<file path="src/rtl/memshare_c2v_wb_serializer.sv">
// Write-back serializer: latches one shared-bank result request and emits one C2V MEM
// write per accepted cycle in ascending bank order. Optional parity bit: MEMSHARE_WB_PARITY_EN.
module memshare_c2v_wb_serializer #(
    parameter int SHARED_BANK_NUM       = 4,
    parameter int QUAN_SIZE             = 4,
    parameter int C2V_MEM_ADDR_BITWIDTH = 10,
    parameter int CNT_BITWIDTH          = 8
) (
    input  logic                                 sys_clk,
    input  logic                                 rstn,
    input  logic                                 rqst_valid_i,
    output logic                                 rqst_ready_o,
    input  logic [SHARED_BANK_NUM-1:0]           rqst_mask_i,
    input  logic [C2V_MEM_ADDR_BITWIDTH-1:0]     rqst_addr_i,
    input  logic [SHARED_BANK_NUM*QUAN_SIZE-1:0] rqst_data_i,
    output logic                                 mem_we_o,
    input  logic                                 mem_ready_i,
    output logic [C2V_MEM_ADDR_BITWIDTH-1:0]     mem_waddr_o,
`ifdef MEMSHARE_WB_PARITY_EN
    output logic [QUAN_SIZE:0]                   mem_wdata_o,
`else
    output logic [QUAN_SIZE-1:0]                 mem_wdata_o,
`endif
    output logic                                 wb_done_o,
    output logic [CNT_BITWIDTH-1:0]              wr_count_o
);

    localparam int IDX_W = (SHARED_BANK_NUM > 1) ? $clog2(SHARED_BANK_NUM) : 1;
`ifdef MEMSHARE_WB_PARITY_EN
    localparam int WD_W = QUAN_SIZE + 1;
`else
    localparam int WD_W = QUAN_SIZE;
`endif

    typedef enum logic [1:0] {IDLE, DRAIN, DONE} state_t;

    state_t                                 state_q, state_d;
    logic [SHARED_BANK_NUM-1:0]             mask_q, mask_d;
    logic [C2V_MEM_ADDR_BITWIDTH-1:0]       addr_q, addr_d;
    logic [SHARED_BANK_NUM*QUAN_SIZE-1:0]   data_q, data_d;
    logic                                   we_q, we_d;
    logic [C2V_MEM_ADDR_BITWIDTH-1:0]       waddr_q, waddr_d;
    logic [WD_W-1:0]                        wdata_q, wdata_d;
    logic                                   done_q, done_d;
    logic                                   ready_q, ready_d;
    logic [CNT_BITWIDTH-1:0]                cnt_q, cnt_d;

    logic [SHARED_BANK_NUM-1:0]             mask_rem;
    logic [IDX_W-1:0]                       k_in;
    logic [IDX_W-1:0]                       k_next;

    function automatic logic [IDX_W-1:0] lowest_bank(input logic [SHARED_BANK_NUM-1:0] m);
        logic [IDX_W-1:0] idx;
        idx = '0;
        for (int i = SHARED_BANK_NUM - 1; i >= 0; i--) begin
            if (m[i]) idx = IDX_W'(i);
        end
        return idx;
    endfunction

    function automatic logic [WD_W-1:0] bank_word(
        input logic [SHARED_BANK_NUM*QUAN_SIZE-1:0] d,
        input logic [IDX_W-1:0]                     k
    );
        logic [QUAN_SIZE-1:0] msg;
        msg = d[int'(k)*QUAN_SIZE +: QUAN_SIZE];
`ifdef MEMSHARE_WB_PARITY_EN
        return {^msg, msg};
`else
        return msg;
`endif
    endfunction

    function automatic logic [C2V_MEM_ADDR_BITWIDTH-1:0] bank_addr(
        input logic [C2V_MEM_ADDR_BITWIDTH-1:0] base,
        input logic [IDX_W-1:0]                 k
    );
        return base + C2V_MEM_ADDR_BITWIDTH'(k);
    endfunction

    // Clearing the lowest set bit retires the bank currently on the bus.
    assign mask_rem = mask_q & (mask_q - SHARED_BANK_NUM'(1));
    assign k_next   = lowest_bank(mask_rem);
    assign k_in     = lowest_bank(rqst_mask_i);

    always_comb begin
        state_d = state_q;
        mask_d  = mask_q;
        addr_d  = addr_q;
        data_d  = data_q;
        we_d    = we_q;
        waddr_d = waddr_q;
        wdata_d = wdata_q;
        done_d  = 1'b0;
        ready_d = ready_q;
        cnt_d   = cnt_q;
        case (state_q)
            IDLE: begin
                ready_d = 1'b1;
                if (rqst_valid_i && ready_q) begin
                    mask_d  = rqst_mask_i;
                    addr_d  = rqst_addr_i;
                    data_d  = rqst_data_i;
                    ready_d = 1'b0;
                    if (rqst_mask_i != '0) begin
                        state_d = DRAIN;
                        we_d    = 1'b1;
                        waddr_d = bank_addr(rqst_addr_i, k_in);
                        wdata_d = bank_word(rqst_data_i, k_in);
                    end else begin
                        state_d = DONE;
                        done_d  = 1'b1;
                    end
                end
            end
            DRAIN: begin
                if (we_q && mem_ready_i) begin
                    mask_d = mask_rem;
                    cnt_d  = cnt_q + CNT_BITWIDTH'(1);
                    if (mask_rem != '0) begin
                        waddr_d = bank_addr(addr_q, k_next);
                        wdata_d = bank_word(data_q, k_next);
                    end else begin
                        we_d    = 1'b0;
                        state_d = DONE;
                        done_d  = 1'b1;
                    end
                end
            end
            DONE: begin
                ready_d = 1'b1;
                state_d = IDLE;
            end
            default: begin
                state_d = IDLE;
                we_d    = 1'b0;
            end
        endcase
    end

    always_ff @(posedge sys_clk) begin
        if (!rstn) begin
            state_q <= IDLE;
            mask_q  <= '0;
            addr_q  <= '0;
            data_q  <= '0;
            we_q    <= 1'b0;
            waddr_q <= '0;
            wdata_q <= '0;
            done_q  <= 1'b0;
            ready_q <= 1'b0;
            cnt_q   <= '0;
        end else begin
            state_q <= state_d;
            mask_q  <= mask_d;
            addr_q  <= addr_d;
            data_q  <= data_d;
            we_q    <= we_d;
            waddr_q <= waddr_d;
            wdata_q <= wdata_d;
            done_q  <= done_d;
            ready_q <= ready_d;
            cnt_q   <= cnt_d;
        end
    end

    assign rqst_ready_o = ready_q;
    assign mem_we_o     = we_q;
    assign mem_waddr_o  = waddr_q;
    assign mem_wdata_o  = wdata_q;
    assign wb_done_o    = done_q;
    assign wr_count_o   = cnt_q;

endmodule

</file>
<file path="config.mk">
export PLATFORM = sky130hd
export DESIGN_NAME = memshare_c2v_wb_serializer
export DESIGN_NICKNAME = d
export VERILOG_FILES = /design/src/rtl/memshare_c2v_wb_serializer.sv
export SDC_FILE = /design/constraint.sdc
export NUM_CORES = 1
export LEC_CHECK = 0
export ABC_AREA = 1
export CAP_MARGIN = 20
export CORE_MARGIN = 5
export CORE_UTILIZATION = 55
export CTS_CLUSTER_DIAMETER = 50
export DETAILED_ROUTE_END_ITERATION = 12
export GPL_TIMING_DRIVEN = 0
export PLACE_DENSITY = 0.87
export SYNTH_ARGS = -nofsm -noshare
export SYNTH_HDL_FRONTEND = slang
export SYNTH_SLANG_ARGS = --single-unit
</file>
<file path="constraint.sdc">
create_clock -name sys_clk -period 3.73 [get_ports sys_clk]
set_input_delay 0.5595 -clock sys_clk [delete_from_list [all_inputs] [get_ports sys_clk]]
set_output_delay 0.5595 -clock sys_clk [all_outputs]
set_load 0.01 [all_outputs]
</file>
==> flow_metrics.tcl <==
set metrics [dict create \
    cts_setup_buffers 0 \
    cts-resized-gates 0 \
    final_cell_area_um2 4030 \
    drtIter0Drc 257 \
    routed_wl_mm 9.41 \
    min_to "mem_waddr_o[7]$_SDFFE_PN0P_" \
    die_area_um2 7410 \
    insertedDiodeCount 0 \
    worstSkewPairLatency_ps 340 \
    ant_nets 0 \
    synth_cells 471 \
    portBuffers 58 \
    synth-seq-cells 57 \
    netlist_area_um2 3180 \
    reg2reg_slack_ps 1140 \
    grt.overflow.total 0 \
    core-area_um2 5570 \
    layout_common_cells "83 x nand2_1, 67 x inv_1, 58 x clkdlybuf4s50_1" \
    yosysSeqAreaShare_pct 35.9 \
    die_height_um 86.1 \
    cts_root_buf "clkbuf_8" \
    nets 581 \
    reg2reg_depth 12 \
    gp_congestion 0.945 \
    ctsHtreeMaxLevel 3 \
    cts_buffers 9 \
    initial_utilization_pct 57.1 \
    detail_route.wl_per_cell_um 15.2 \
    max_cap_violations 0 \
    fin_skew_ps 8.80 \
    fin_crit_sh_pct 77.9 \
    first_pass_iters 5 \
    regArea_um2 1140 \
    max-vdd-ir-drop_v 0.000266 \
    yosysTopAreaCell "dfxtp_1" \
    antenna_found_initial 0 \
    clock-sinks 57 \
    synthTopCellsByArea "dfxtp_1 36%, nand2_1 9.8%, nand3_1 8.5%, inv_1 7.9%, a21oi_1 7.1%" \
    dp_hpwl_mm 7.08 \
    dr_total_vias 3435 \
    synthArstFlopShare_pct 0 \
    maxSlewHeadroom_pct 63.9 \
    cts_tree "done" \
    crit_type "primary input to flop" \
    hold_depth 2 \
    power_density_nw_per_um2 382 \
    final_cells 617 \
    hold_path.class "flop to flop" \
    reg2reg_to "mem_waddr_o[6]$_SDFFE_PN0P_" \
    crit_required_ps 3970 \
    drive_above_1_share_pct 7.89 \
    cp_max_fo 9 \
    status "finished, final reports clean" \
    final_common_cell "nand2_1" \
    finalHoldViolCount 0 \
    fp.dieW_um 86.1 \
    postSynthAreaPerCell_um2 6.76 \
    dp.cells 601 \
    pin_count 59 \
    grt_pass1_wl_mm 15.4 \
    clk_pin_slew_ps 70 \
    grt_max_degree 12 \
    fp-row-count 27 \
    multi_input_area_um2 1680 \
    timing.fmax_mhz 344 \
    area_growth_pct 26.8 \
    ys_dominant_reg_cell "dfxtp_1" \
    setup_viol 0 \
    grt_use_total_pct 26.5 \
    critPathCaptureType "flop" \
    period_minus_slack_ps 2910 \
    worstReg2RegStart "mask_q[0]$_SDFFE_PN0P_" \
    vias_per_cell 5.57 \
    leakage_nw 1.69 \
    synth_top_cell_area_share_pct 35.9 \
    placed_cell_area_um2 3850 \
    fin_util_pct 72.4 \
    drc_errors 0 \
    rsz0062_at_grt "false" \
    clockBufferDepth 2 \
    synth_edf_count 0 \
    syn_nets 512 \
    cts_hold_buf 0 \
    min_from "mem_waddr_o[7]$_SDFFE_PN0P_" \
    tns_ps 0 \
    grt_pass1_vias 3324 \
    crit_arrival_ps 3140 \
    drv_slew 0 \
    worst-slew-pin-transition_ps 541 \
    ys_warn_count 0 \
    start_kind "primary input" \
    synth.distinct_cells 39 \
    fillCellCount 490 \
]
-- synthesized netlist by cell type, types with 4 or more instances --
cell type	count
nand2_1	83
inv_1	67
dfxtp_1	57
nand3_1	54
a21oi_1	45
o21ai_0	44
nor2_1	34
clkbuf_1	10
nand2_2	6
o21ai_1	6
ha_1	5
nand4_1	5
a211oi_1	4
a31oi_1	4
nand3b_1	4
nor3_1	4
-- worst max-delay path, stage by stage --
cell and delay, ps:
clkdlybuf4s50_1 560, inv_1 100, nand2_2 200, nand2_2 190, inv_1 90, ha_1 160
inv_1 70, fa_1 390, inv_1 130, nand4_1 190, xnor2_1 180, a211oi_1 240
nor2_1 70
-- sequential cells by signal (all words and copies together) (netlist names) --
signal        count
wr_count_o        8
addr_q           10
mem_waddr_o      10
mem_we_o          1
mem_wdata_o       4
data_q           16
state_q           2
wb_done_o         1
mask_q            4
rqst_ready_o      1
-- cell families (layout without fill, tap and decap cells) --
family                   Yosys count  count (layout)  synth area share [%]
buffers and inverters             90             164                  11.4
adder cells (fa/ha/maj)            7               7                  3.22
XOR/XNOR                           3               3                 0.826
flip-flops                        57              57                  35.9
AO/OA/AOI/OAI                    111             111                  18.8
AND/OR/NAND/NOR                  203             203                  29.9
-- where the power goes --
part           switching, W  internal (W)  total [W]
Combinational      0.000195      0.000137   0.000332
Sequential        0.0000272      0.000653   0.000681
Clock              0.000272      0.000258   0.000530
Total              0.000494       0.00105    0.00154
-- metrics by stage --
step / total power, W / hold slack (ps) / setup slack, ps
after floorplan: 0.000881 / 430 / 1460
after global placement: 0.00101 / 446 / 558
after detailed placement: 0.00102 / 452 / 514
after CTS: 0.00154 / 463 / 875
after global routing: 0.00162 / 482 / 679
final: 0.00154 / 467 / 824
-- worst max-delay path by stage --
stage | start | to | slack, ps | cells past startpoint
floorplan | rqst_mask_i[2] | mem_waddr_o[6]$_SDFFE_PN0P_ | 1460 | 13
global placement | rqst_mask_i[1] | mem_waddr_o[8]$_SDFFE_PN0P_ | 560 | 16
detailed placement | rqst_mask_i[1] | mem_waddr_o[8]$_SDFFE_PN0P_ | 510 | 16
CTS | rqst_mask_i[1] | mem_waddr_o[8]$_SDFFE_PN0P_ | 870 | 16
global route | rqst_mask_i[1] | mem_waddr_o[8]$_SDFFE_PN0P_ | 680 | 15
finish | rqst_mask_i[1] | mem_waddr_o[6]$_SDFFE_PN0P_ | 820 | 13
-- area by class of cell --
cell class / count / area share, %
Multi-Input combinational cell: 324 / 41.6
Sequential cell: 57 / 28.3
Tap cell: 72 / 2.23
Buffer: 17 / 2.05
Clock buffer: 10 / 3.41
Timing Repair Buffer: 58 / 14.4
Clock inverter: 6 / 1.09
Inverter: 73 / 6.92
-- routing by layer --
metal,vias to the layer above,share of wire [%],track usage [%]
met1,1593,43,33.6
met2,133,48,43.3
met4,0,1.7,9.78
li1,1693,-,-
met5,-,0,0
met3,16,7.6,6.53
Note: power is estimated with default switching activity, not from simulation.
